**config.mk**
```make
export PLATFORM = sky130hd
export DESIGN_NAME = hyperram_xfer_stm
export DESIGN_NICKNAME = d
export VERILOG_FILES = /design/src/rtl/hyperram_xfer_stm.sv
export SDC_FILE = /design/constraint.sdc
export NUM_CORES = 1
export LEC_CHECK = 0
export ABC_AREA = 1
export CAP_MARGIN = 20
export CORE_MARGIN = 5
export CORE_UTILIZATION = 45
export CTS_BUF_LIST = sky130_fd_sc_hd__clkbuf_16
export DETAILED_ROUTE_END_ITERATION = 8
export PLACE_DENSITY = 0.85
export SYNTH_ARGS = -nofsm -noshare
export SYNTH_HDL_FRONTEND = slang
export SYNTH_SLANG_ARGS = --single-unit
```
**constraint.sdc**
```tcl
create_clock -name i_clk -period 3.8 [get_ports i_clk]
set_input_delay 0.76 -clock i_clk [delete_from_list [all_inputs] [get_ports i_clk]]
set_output_delay 0.76 -clock i_clk [all_outputs]
set_load 0.02 [all_outputs]
```
**src/rtl/hyperram_xfer_stm.sv**
```systemverilog
// HyperRAM transaction sequencer: command-address, initial latency,
// and 1..MAX_BURST word data phase for register and memory space.
module hyperram_xfer_stm #(
    parameter  int MAX_BURST  = 16,
    parameter  int LAT_CYCLES = 6,
    parameter  int FIXED_LAT  = 0,
    parameter  int T_RWR      = 2,
    parameter  int RD_TIMEOUT = 64,
    localparam int LW         = $clog2(MAX_BURST + 1)
) (
    input  logic          i_clk,
    input  logic          i_rst_n,
    input  logic          i_cmd_valid,
    output logic          o_cmd_ready,
    input  logic          i_cmd_rw,
    input  logic          i_cmd_as,
    input  logic [31:0]   i_cmd_addr,
    input  logic [LW-1:0] i_cmd_len,
    input  logic [15:0]   i_wr_data,
    input  logic [1:0]    i_wr_mask,
    output logic          o_wr_ready,
    output logic [15:0]   o_rd_data,
    output logic          o_rd_valid,
    output logic          o_done,
    output logic          o_err,
    output logic          o_busy,
    output logic          o_csn,
    output logic          o_oe,
    output logic          o_oe_clk,
    output logic [15:0]   o_dq_out,
    input  logic [15:0]   i_dq_in,
    input  logic          i_rwds_in,
    output logic          o_rwds_out,
    output logic          o_rwds_oe
);

    localparam int C1 = (2 * LAT_CYCLES > RD_TIMEOUT) ? 2 * LAT_CYCLES : RD_TIMEOUT;
    localparam int C2 = (C1 > T_RWR) ? C1 : T_RWR;
    localparam int CW = $clog2(C2 + 4);

    typedef enum logic [2:0] {
        S_IDLE, S_CA, S_LAT, S_DATA, S_DONE, S_RECOV
    } state_t;

    state_t        r_state;
    state_t        w_nxt;
    logic [CW-1:0] r_cyc;
    logic [LW-1:0] r_words;
    logic [LW-1:0] r_len;
    logic [47:0]   r_ca;
    logic          r_rw;
    logic          r_as;
    logic          r_err;
    logic          r_rej;
    logic          r_lat_dbl;
    logic          r_live;
    logic [15:0]   r_rd_data;
    logic          r_rd_valid;

    logic          w_acc;
    logic          w_bad;
    logic          w_cap;
    logic          w_to;
    logic          w_last;
    logic [CW-1:0] w_lat_len;

    assign w_bad     = (i_cmd_len == '0) || (i_cmd_len > LW'(MAX_BURST));
    assign w_last    = (r_words == r_len - LW'(1));
    assign w_lat_len = ((FIXED_LAT != 0) || r_lat_dbl) ? CW'(2 * LAT_CYCLES)
                                                       : CW'(LAT_CYCLES);
    assign o_rd_data  = r_rd_data;
    assign o_rd_valid = r_rd_valid;

    // Next-state and bus/handshake outputs decoded from the current state
    always_comb begin
        w_nxt       = r_state;
        w_acc       = 1'b0;
        w_cap       = 1'b0;
        w_to        = 1'b0;
        o_cmd_ready = 1'b0;
        o_busy      = 1'b1;
        o_csn       = 1'b1;
        o_oe        = 1'b0;
        o_oe_clk    = 1'b0;
        o_dq_out    = 16'h0000;
        o_wr_ready  = 1'b0;
        o_rwds_out  = 1'b0;
        o_rwds_oe   = 1'b0;
        o_done      = 1'b0;
        o_err       = 1'b0;
        unique case (r_state)
            S_IDLE: begin
                o_busy      = 1'b0;
                o_cmd_ready = r_live;
                if (i_cmd_valid && r_live) begin
                    w_acc = 1'b1;
                    w_nxt = w_bad ? S_DONE : S_CA;
                end
            end
            S_CA: begin
                o_csn    = 1'b0;
                o_oe     = 1'b1;
                o_oe_clk = 1'b1;
                case (r_cyc[1:0])
                    2'd0:    o_dq_out = r_ca[47:32];
                    2'd1:    o_dq_out = r_ca[31:16];
                    default: o_dq_out = r_ca[15:0];
                endcase
                if (r_cyc == CW'(2))
                    w_nxt = (r_as && !r_rw) ? S_DATA : S_LAT;
            end
            S_LAT: begin
                o_csn    = 1'b0;
                o_oe_clk = 1'b1;
                if (r_cyc == w_lat_len - CW'(1))
                    w_nxt = S_DATA;
            end
            S_DATA: begin
                o_csn    = 1'b0;
                o_oe_clk = 1'b1;
                if (!r_rw) begin
                    o_oe       = 1'b1;
                    o_dq_out   = i_wr_data;
                    o_wr_ready = 1'b1;
                    o_rwds_oe  = !r_as;
                    o_rwds_out = !r_as && (|i_wr_mask);
                    if (w_last)
                        w_nxt = S_DONE;
                end else begin
                    w_cap = i_rwds_in;
                    if (w_cap && w_last) begin
                        w_nxt = S_DONE;
                    end else if (!w_cap && r_cyc == CW'(RD_TIMEOUT - 1)) begin
                        w_to  = 1'b1;
                        w_nxt = S_DONE;
                    end
                end
            end
            S_DONE: begin
                o_done = 1'b1;
                o_err  = r_err;
                w_nxt  = r_rej ? S_IDLE : S_RECOV;
            end
            S_RECOV: begin
                if (r_cyc == CW'(T_RWR - 1))
                    w_nxt = S_IDLE;
            end
            default: w_nxt = S_IDLE;
        endcase
    end

    // State register
    always_ff @(posedge i_clk or negedge i_rst_n) begin
        if (!i_rst_n) r_state <= S_IDLE;
        else          r_state <= w_nxt;
    end

    // Command latch, phase counters, latency flag and read capture
    always_ff @(posedge i_clk or negedge i_rst_n) begin
        if (!i_rst_n) begin
            r_live     <= 1'b0;
            r_cyc      <= '0;
            r_words    <= '0;
            r_len      <= '0;
            r_ca       <= '0;
            r_rw       <= 1'b0;
            r_as       <= 1'b0;
            r_err      <= 1'b0;
            r_rej      <= 1'b0;
            r_lat_dbl  <= 1'b0;
            r_rd_data  <= '0;
            r_rd_valid <= 1'b0;
        end else begin
            r_live     <= 1'b1;
            r_rd_valid <= w_cap;
            if (w_cap)
                r_rd_data <= i_dq_in;
            if (w_nxt != r_state || w_cap)
                r_cyc <= '0;
            else if (r_state != S_IDLE)
                r_cyc <= r_cyc + CW'(1);
            if (r_state != S_DATA)
                r_words <= '0;
            else if (!r_rw || w_cap)
                r_words <= r_words + LW'(1);
            if (r_state == S_CA && r_cyc == '0)
                r_lat_dbl <= i_rwds_in;
            if (w_acc) begin
                r_rw  <= i_cmd_rw;
                r_as  <= i_cmd_as;
                r_len <= i_cmd_len;
                r_err <= w_bad;
                r_rej <= w_bad;
                r_ca  <= {i_cmd_rw, i_cmd_as, 1'b1, i_cmd_addr[31:3],
                          13'd0, i_cmd_addr[2:0]};
            end else if (w_to) begin
                r_err <= 1'b1;
            end
        end
    end

endmodule

```
==> metrics.csv <==
metric,value,unit
status,"finished, final reports clean",
power_leakage,2.51,nW
dr_wl_met3,519,um
grt_overflow,0,
synth.top_cells.by_count,"135 x nand2_1, 76 x dfrtp_1, 47 x nand3_1, 39 x inv_1, 35 x nor2_1",
slew_headroom,37.9,%
synthDominantCellAreaShare,49.8,%
clock_skew,0.00603,ns
drtPass1Iterations,4,
period_share,89.8,%
critPathLaunchType,flop,
slew_violations,0,
grt_pass1_wl,16900,um
vias,3459,
first_iter_violations,189,
routabilityCongestion,0.820,
rsz0062_at_grt,no,
timing.final.crit_period,3.41,ns
layout.nets,652,
timing.rr.start,r_state[1],
hp-class,flop to flop,
grt_usage,20.7,%
wire_per_inst,15.1,um
ys_dominant_reg_cell,dfrtp_1,
cts_resized,0,
postCtsSetupBuffers,0,
clock-sinks,76,
syn_inst,446,
worst-path-buf-inv,3,
nFillCells,658,
maxCapViolations,0,
fp.dieH,102,um
post-dp-hpwl,7520,um
worstPathMaxFanout,11,
dieWidth,102,um
power_density,727,nW/um2
hold_viol,0,
min_path_cells,2,
synthTopCellsByArea,"dfrtp_1 50%, nand2_1 13%, mux2_2 9.7%, nand3_1 6.2%, inv_1 3.8%",
cts_buffers,9,
drive_gt1_share,12.9,%
antenna_found_initial,0,
cp_cell_sequence,"nor3_4, inv_2, nor2_2, buf_4, nand2_1, o211ai_1, clkdlybuf4s50_1",
ant_nets,0,
ir_drop,569,uV
numPortBuffers,119,
clk_pin_slew,0.06,ns
yosys_warnings,0,
synthMostInstantiatedCell,nand2_1,
io_pins,120,
cts_buffer_depth,2,
p_total,3.94,mW
cts_root_buffer,clkbuf_16,
insertion_delay,0.33,ns
viasPerCell,5.09,
cp.arrival,2.65,ns
grt_max_degree,77,
syn_nets,529,
cp.required,3.04,ns
initial_core_util,46.3,%
worstHoldStart,o_rd_data[12],
tritoncts,done,
yosys.cell_types.count,29,
synth_edf_count,0,
fmax,0.293,GHz
avgSynthCellArea,8.57,um2
critPathCaptureType,output port,
drc,0,
cpPeakStageDelay,0.64,ns
postCtsHoldBufs,0,
yosysTopAreaCell,dfrtp_1,
synthesis.area,3820,um2
met2RoutedLength,5330,um
worstRegToRegCells,14,
n_antenna_cell,0,
crit_family,buffers and inverters,
rows,33,
setup_viol,0,
yosysSeqAreaShare,49.8,%
synthArstFlopShare,100,%
r2r_slack,1.37,ns
cts_max_level,3,
top_layer_used,met4,
area_growth,41.8,%
r2r-end,r_cyc[3],
worst_pin_slew,0.932,ns
core_area,8260,um2
worstSetupPathType,flop to output port,
met1_length,4110,um
whs,0.470,ns
setup_tns,0,ns
cp_slowest_cell,clkdlybuf4s50_1,
dieArea,10400,um2
wirelength,10200,um
holdPathEnd,o_rd_data[12],
grt_pass1_vias,3622,
synth-seq-cells,76,
## stage by stage
step | util, % | setup slack [ns] | cell area (um2) | instances
after floorplan | - | 1.27 | 3820 | 446
after global placement | 62.1 | 0.825 | 5130 | 663
after detailed placement | 62.1 | 0.763 | 5130 | 663
after CTS | 65.6 | 0.375 | 5420 | 679
after global routing | 65.6 | 0.242 | 5420 | 679
final | 65.6 | 0.388 | 5420 | 679
## sequential cells by signal, indices dropped and copies added, names as in the netlist, 3 cells and up
register   cells
r_words        5
r_cyc          7
o_rd_data     16
r_len          5
r_state        3
r_ca          34
## cell type report
class / count / area (um2) / area share [%]
tap: 105 / 131 / 2.42
multi-input combinational: 312 / 1700 / 31.3
timing repair buffer: 124 / 1230 / 22.6
clock inverter: 7 / 67.6 / 1.25
clock buffer: 9 / 225 / 4.16
inverter: 46 / 173 / 3.19
sequential: 76 / 1900 / 35.1
## power breakdown
part	switching [mW]	internal [mW]	total, mW
combinational	0.968	0.806	1.77
clock	0.332	0.504	0.836
sequential	0.205	1.12	1.33
## cell usage in the layout, fill, tap and decap left out, types with 2 or more instances in the layout
cell	netlist	final
nor2_2	6	6
ha_1	6	6
clkinvlp_4	0	3
nor3_1	4	4
buf_4	0	6
dfrtp_1	76	76
o21ai_0	9	9
inv_2	7	7
mux2_2	33	33
nand2_2	2	2
o21a_1	2	2
inv_1	39	39
nand2_1	135	135
clkinv_2	0	3
nor2_1	35	35
o211ai_1	2	2
clkdlybuf4s50_1	0	118
a22o_1	3	3
nand3_1	47	47
xor2_1	7	7
clkbuf_16	0	9
a21oi_1	10	10
nand4_1	2	2
## worst max path at each step
stage,from,end,cells past startpoint
detailed placement,r_state[2],o_dq_out[15],7
finish,r_state[2],o_dq_out[15],7
global placement,r_state[2],o_dq_out[13],7
CTS,r_state[2],o_dq_out[15],7
floorplan,r_state[2],o_rwds_out,6
global route,r_state[2],o_rwds_out,7
## layer usage
metal | track usage [%] | up-vias
met4 | 9.28 | 0
met2 | 35.3 | 101
met5 | 0 | -
met3 | 4.10 | 23
li1 | - | 1676
met1 | 25.3 | 1659
## kinds of logic after synthesis
kind of cell    after synthesis  share of synthesized area, %
compound gates               29                          4.62
buf+inv                      58                          5.89
mux                          33                          9.72
flops                        76                          49.8
other cells                   1                        0.0981
fa+ha+maj                     6                          1.96
xor+xnor                      7                          1.60
simple gates                236                          26.4
## tightest hold or removal path: cells and delay by family (launching register included)
family / cells / cell delay (ns)
AND/OR/NAND/NOR: 2 / 0.10
flip-flops: 1 / 0.34
Power figures use the tool's default switching activity.
